<file path="src/rtl/sync_memory.sv">
// sync_memory: single-port synchronous RAM that zero-fills itself after reset.
// Optional MEMORY_PARITY_EN adds a per-word even-parity bit with InjectError/ParityError.
module sync_memory #(
    parameter int DATA_WIDTH = 4,
    parameter int ADDR_WIDTH = 6,
    parameter int DEPTH      = 2**ADDR_WIDTH
) (
    input  logic                  Clock,
    input  logic                  Reset,
    input  logic                  Enable,
    input  logic                  ReadWrite,
    input  logic [ADDR_WIDTH-1:0] Address,
    input  logic [DATA_WIDTH-1:0] DataIn,
`ifdef MEMORY_PARITY_EN
    input  logic                  InjectError,
    output logic                  ParityError,
`endif
    output logic [DATA_WIDTH-1:0] DataOut,
    output logic                  Valid,
    output logic                  Ready
);
`ifdef MEMORY_PARITY_EN
    localparam int W = DATA_WIDTH + 1;
`else
    localparam int W = DATA_WIDTH;
`endif
    typedef enum logic {CLEAR, IDLE} state_t;
    state_t                state;
    logic [ADDR_WIDTH-1:0] ptr;
    logic [W-1:0]          mem [DEPTH];
    logic [W-1:0]          word_in;
    logic [W-1:0]          word_rd;
    logic                  accept;
    logic                  wr;
    logic                  rd;
    logic                  clr;
    // Out-of-range addresses are rejected outright so they can never alias a real word.
    assign accept  = Enable && Ready && !Reset && ({1'b0, Address} < (ADDR_WIDTH+1)'(DEPTH));
    assign wr      = accept && !ReadWrite;
    assign rd      = accept && ReadWrite;
    assign clr     = (state == CLEAR) && !Reset;
    assign word_rd = mem[Address];
`ifdef MEMORY_PARITY_EN
    assign word_in = {^DataIn ^ InjectError, DataIn};
`else
    assign word_in = DataIn;
`endif
    always_ff @(posedge Clock) begin
        if (clr)
            mem[ptr] <= '0;
        else if (wr)
            mem[Address] <= word_in;
    end
    always_ff @(posedge Clock) begin
        if (Reset) begin
            state   <= CLEAR;
            ptr     <= '0;
            Ready   <= 1'b0;
            Valid   <= 1'b0;
            DataOut <= '0;
`ifdef MEMORY_PARITY_EN
            ParityError <= 1'b0;
`endif
        end else begin
            Valid <= rd;
            if (rd) begin
                DataOut <= word_rd[DATA_WIDTH-1:0];
`ifdef MEMORY_PARITY_EN
                ParityError <= ^word_rd;
`endif
            end
            if (state == CLEAR) begin
                ptr <= ptr + 1'b1;
                if (ptr == ADDR_WIDTH'(DEPTH-1)) begin
                    state <= IDLE;
                    Ready <= 1'b1;
                end
            end
        end
    end
endmodule

</file>
<file path="config.mk">
export PLATFORM = sky130hd
export DESIGN_NAME = sync_memory
export DESIGN_NICKNAME = d
export VERILOG_FILES = /design/src/rtl/sync_memory.sv
export SDC_FILE = /design/constraint.sdc
export NUM_CORES = 1
export LEC_CHECK = 0
export CORE_ASPECT_RATIO = 0.6
export CORE_UTILIZATION = 25
export CTS_CLUSTER_SIZE = 20
export DETAILED_ROUTE_END_ITERATION = 8
export DONT_BUFFER_PORTS = 1
export PLACE_DENSITY = 0.37
export SLEW_MARGIN = 20
export SYNTH_ARGS = -nofsm -noshare
export SYNTH_HDL_FRONTEND = slang
export SYNTH_SLANG_ARGS = --single-unit
</file>
<file path="constraint.sdc">
create_clock -name Clock -period 3.54 [get_ports Clock]
set_clock_uncertainty 0.2 [all_clocks]
set_input_delay 0.708 -clock Clock [delete_from_list [all_inputs] [get_ports Clock]]
set_output_delay 0.708 -clock Clock [all_outputs]
set_load 0.005 [all_outputs]
</file>
Yosys cells after proc, flatten, opt, wreduce, memory -nomap -nowiden
Memory sizes are Yosys's and may differ from the RTL's. A register that Yosys moved wholly into a read port is not among the register bits.
Cells that the tools add are included.
- equality and inequality tests: 1
- add/subtract/negate cells: 1
- bitwise operators: 1
- mux-type cells: 10
- reductions and logical operators: 9
- operators with widths (operator ; number):
    two-way mux 1 bit ; 8
    adder 6 x 1 -> 6 bit (second input constant) ; 1
    == test 6 bit (second input constant) ; 1
    two-way mux 6 bit ; 1
    logical AND 1 bit ; 5
    two-way mux 4 bit ; 1
    OR reduction 4 bit ; 1
    zero test 1 bit ; 2
    AND reduction 2 bit ; 1
    inverter 1 bit ; 1
- word-level logic and storage cells: 27
- bits in registers: 9
- output and inout port bits: 6
- RAM bits: 256
- memories: 1
- memories (name ; words ; width ; read ports ; clocked after Yosys merged registers in ; wr ports ; line ; text):
    mem ; 64 ; 4 ; 1 ; 1 ; 1 ; 30 ; logic [W-1:0] mem [DEPTH];

Logic depth before layout (Yosys ltp)
- depth in word-level cells: 8
- mapped depth: 9
- mapped depth without buffers: 5

Worst setup path after synthesis
No wires, ideal clock.
- path type: input to register
- start point: input Reset
- end point: memory mem[0][0] (netlist bit), data pin
- data arrival time: 2.290 ns
- path buffers: 2
- stages on the path: 4
- slack: 0.682 ns
- data required time: 2.972 ns
- path through: nor4_4 buf_6 buf_2 and2_1
- longest elaborated chain between the ends: 8
- elaborated cells on any way between the ends: 9
- classes of those cells: mux (4); reduce/logical (5)
- ends and longest elaborated chain (what ; line ; text):
    from (decl) ; 9 ; input logic Reset,
    zero test 1 bit (*) ; 38, 41 ;
    logical AND 1 bit ; 38 ; assign accept = Enable && Ready && !Reset && ({1'b0, Address} < (ADDR_WIDTH+1)'(DEPTH));
    logical AND 1 bit ; 39 ; assign wr = accept && !ReadWrite;
    two-way mux 1 bit ; 51 ; else if (wr)
    two-way mux 1 bit (*) ; 49 ; if (clr)
    two-way mux 1 bit (implied by the code) (*) ; 52 ; mem[Address] <= word_in;
    OR reduction 4 bit (no line) (*) ; n/a ;
    two-way mux 4 bit (no line) (*) ; n/a ;
    to (decl) ; 30 ;
Mark *: on every way between the ends. The rest lies on a longest branch, timed or not.

Worst setup path in the final report
- start point: register state
- end point: memory mem[5][1] (netlist bit), enable pin
- longest elaborated chain between the ends: 6
- elaborated cells on any way between the ends: 9
- classes of those cells: mux (6); bitwise (1); reduce/logical (2)
- ends and longest elaborated chain (what ; line ; text):
    from (decl) ; 28 ; state_t state;
    from (signal assigned) ; 56 ; state <= CLEAR;
    from (signal assigned) ; 75 ; state <= IDLE;
    inverter 1 bit (no line) (*) ; n/a ;
    logical AND 1 bit (*) ; 41 ; assign clr = (state == CLEAR) && !Reset;
    two-way mux 1 bit ; 49 ;
    two-way mux 1 bit (implied by the code) ; 52 ;
    OR reduction 4 bit (no line) ; n/a ;
    two-way mux 6 bit (no line) or two-way mux 1 bit (tied branches) ; n/a ;
Marked as above.

==> flow_summary.yaml <==
synthesis:
  synth.distinct_cells: 42
  ys_warn_count: 0
  synth_adder_area_share_pct: 0.114
  synth.avg_cell_area_um2: 17.1
  synth.yosys.seq_area_share_pct: 72.1
  syn_nets: 661
  synth_xor_area_share_pct: 0.318
  synth-simple-area-share_pct: 8.37
  ys_ff_latch: 269
  synth_compound_area_share_pct: 3.45
  muxShareOfSynthArea_pct: 13.4
  synth_edf_count: 256
  synth_top_family_by_area: "multiplexers"
  async_flop_share_pct: 0
  syn_inst: 646
  synthFlopType: "edfxtp_1"
  syn_area_um2: 11000
timing:
  max_freq_mhz: 311
  period_needed_ps: 3220
  finalSetupViolCount: 0
  setup_ws_ps: 320
  period_share_pct: 91.0
  hold_viol: 0
  worst_slew_pin_slew_ps: 865
  holdWs_ps: 41.4
  rsz0062_at_grt: "false"
  slew_headroom_pct: 42.2
  setup_tns_ps: 0
  slew_viol_final: 0
global_route:
  grt_pass1_vias: 5939
  grtUsageTotal_pct: 12.9
  gr-total-overflow: 0
  antenna_found_initial: 0
  grt_max_degree: 91
  grt_pass1_wl_mm: 41.7
hold_path:
  hp-class: "input port to flip-flop"
floorplanning:
  num_rows: 59
  num_io_pins: 20
  die_x_um: 273
  dieArea_um2: 45000
  die_h_um: 165
  core_area_um2: 43400
  start_util_pct: 25.4
clock_tree:
  clock_path_buffers: 3
  cts_tree: "built"
  htreeDepth: 1
  cts_setup_buffers: 0
  cts_hold_buf: 0
  cts-root-buf: "clkbuf_16"
  cts.clk_slew.worst_paths_ps: 60
  cts_resized: 0
  clk_latency_ps: 540
  cts.sinks: 269
  cts_buffers: 26
routing:
  wl_per_cell_um: 22.9
  first_iter_violations: 525
  final_antenna_net_count: 0
  first_pass_iters: 5
  wirelength_mm: 28.5
  drcViolationCount: 0
  vias: 5782
  routed_via_density: 4.65
setup_path:
  setup.worst_path.start_class: "flip-flop"
  worstPathRequired_ps: 3540
  crit_path_max_fanout: 8
  end_kind: "flip-flop"
  crit_type: "flip-flop to flip-flop"
  arrival_ps: 3220
placement:
  gp_congestion: 0.722
  hpwlAfterDp_mm: 18.4
  io_buffer_count: 0
  pre_cts_ws_ps: 175
pwr:
  power_mw: 6.26
  leakage_nw: 3.76
  ir_drop_mv: 0.283
  power.density_nw_per_um2: 502
final_layout:
  finalNetCount: 663
  diodes: 0
  drive_gt1_share_pct: 17.4
  synthToLayoutAreaGrowth_pct: 13.1
run_status:
  status: "finished, final reports clean"
run:
  max-cap-violations: 0
-- synthesized netlist by cell type (12+ instances only) --
library cell	instances	area [um^2]
a211oi_1	12	90.1
a21oi_1	17	85.1
buf_2	14	70.1
clkbuf_1	12	45.0
dfxtp_1	13	260
edfxtp_1	256	7690
mux2i_1	18	180
mux4_2	56	1260
nand2_1	34	128
nand3_1	15	75.1
nor2_1	85	319
nor2b_1	20	125
-- sequential cells by signal (all words and copies together), names as in the netlist --
signal	flops
ptr	6
state	1
DataOut	4
mem	256
Valid	1
Ready	1
-- area by class of cell --
| class | count | area (um^2) |
|---|---|---|
| inverter | 8 | 30.0 |
| timing repair buffer | 12 | 140 |
| fill | 4292 | 30900 |
| clock buffer | 38 | 757 |
| sequential | 269 | 7950 |
| tap | 579 | 724 |
| multi-input combinational | 331 | 2830 |
| clock inverter | 7 | 32.5 |
-- metal layers --
layer	vias up	wire [um]	GRT usage, %
met3	35	1570	3.10
met2	167	11900	18.2
li1	2544	-	-
met5	-	0	0
met4	0	431	2.16
met1	3036	14600	19.9
-- path summary, 6_finish.rpt --
kind | from | end | slack [ps] | depth (start not counted)
worst max register to register | state$_SDFF_PP0_ | mem[5][1]$_DFFE_PP_ | 320 | 5
worst max-delay path | state$_SDFF_PP0_ | mem[5][1]$_DFFE_PP_ | 320 | 5
worst min-delay path | Reset | Ready$_SDFFE_PP0P_ | 40 | 1
worst min register to register | ptr[0]$_SDFFE_PP0N_ | ptr[0]$_SDFFE_PP0N_ | 320 | 2
-- through the flow --
stage	area, um^2	util, %	instances
6_report	12500	28.7	1244
5_1_grt	12500	28.7	1244
4_1_cts	12500	28.7	1244
3_5_place_dp	11700	26.9	1199
3_3_place_gp	11700	26.9	1199
2_1_floorplan	11000	-	646
-- critical path, stage by stage, from the launching register on --
cell and delay [ps]:
dfxtp_1 470, inv_2 100, nor4_4 560, mux2i_1 560, nand2b_1 540, nor2_1 460
-- where the power goes --
part           switching [mW]  internal [mW]  total [mW]  leakage, nW
logic                  0.0959         0.0813       0.177        0.899
clock network            1.16           1.47        2.63        0.384
registers             0.00745           3.44        3.45         2.47
-- layout by cell type, fill, tap and decap left out, types with 2 or more instances in the layout --
master     instances
inv_1              6
inv_2              2
buf_4              8
clkinv_2           2
clkbuf_8           4
nand4_1            4
nor2_1            85
a211oi_1          12
mux2_2             3
a21oi_1           17
a31oi_1            2
nor4_1             8
clkbuf_16         27
a22oi_1            8
mux4_2            56
edfxtp_1         256
o221ai_1           4
a2111oi_0          8
mux2i_1           18
nand2b_1           9
nor3_1             5
nand3_1           15
nand2_1           34
buf_12             4
clkinv_1           4
dfxtp_1           13
clkbuf_1           7
and2_2             4
xor2_1             3
nand3b_1           2
nor2b_1           20
nor3b_1            2
or2_2              2
-- cells by family after synthesis --
kind of cell,Yosys count
simple gates,195
flops,269
fa+ha+maj,1
xor+xnor,4
buf+inv,46
compound gates,54
mux,77
Note: power is estimated with default switching activity, not from simulation.
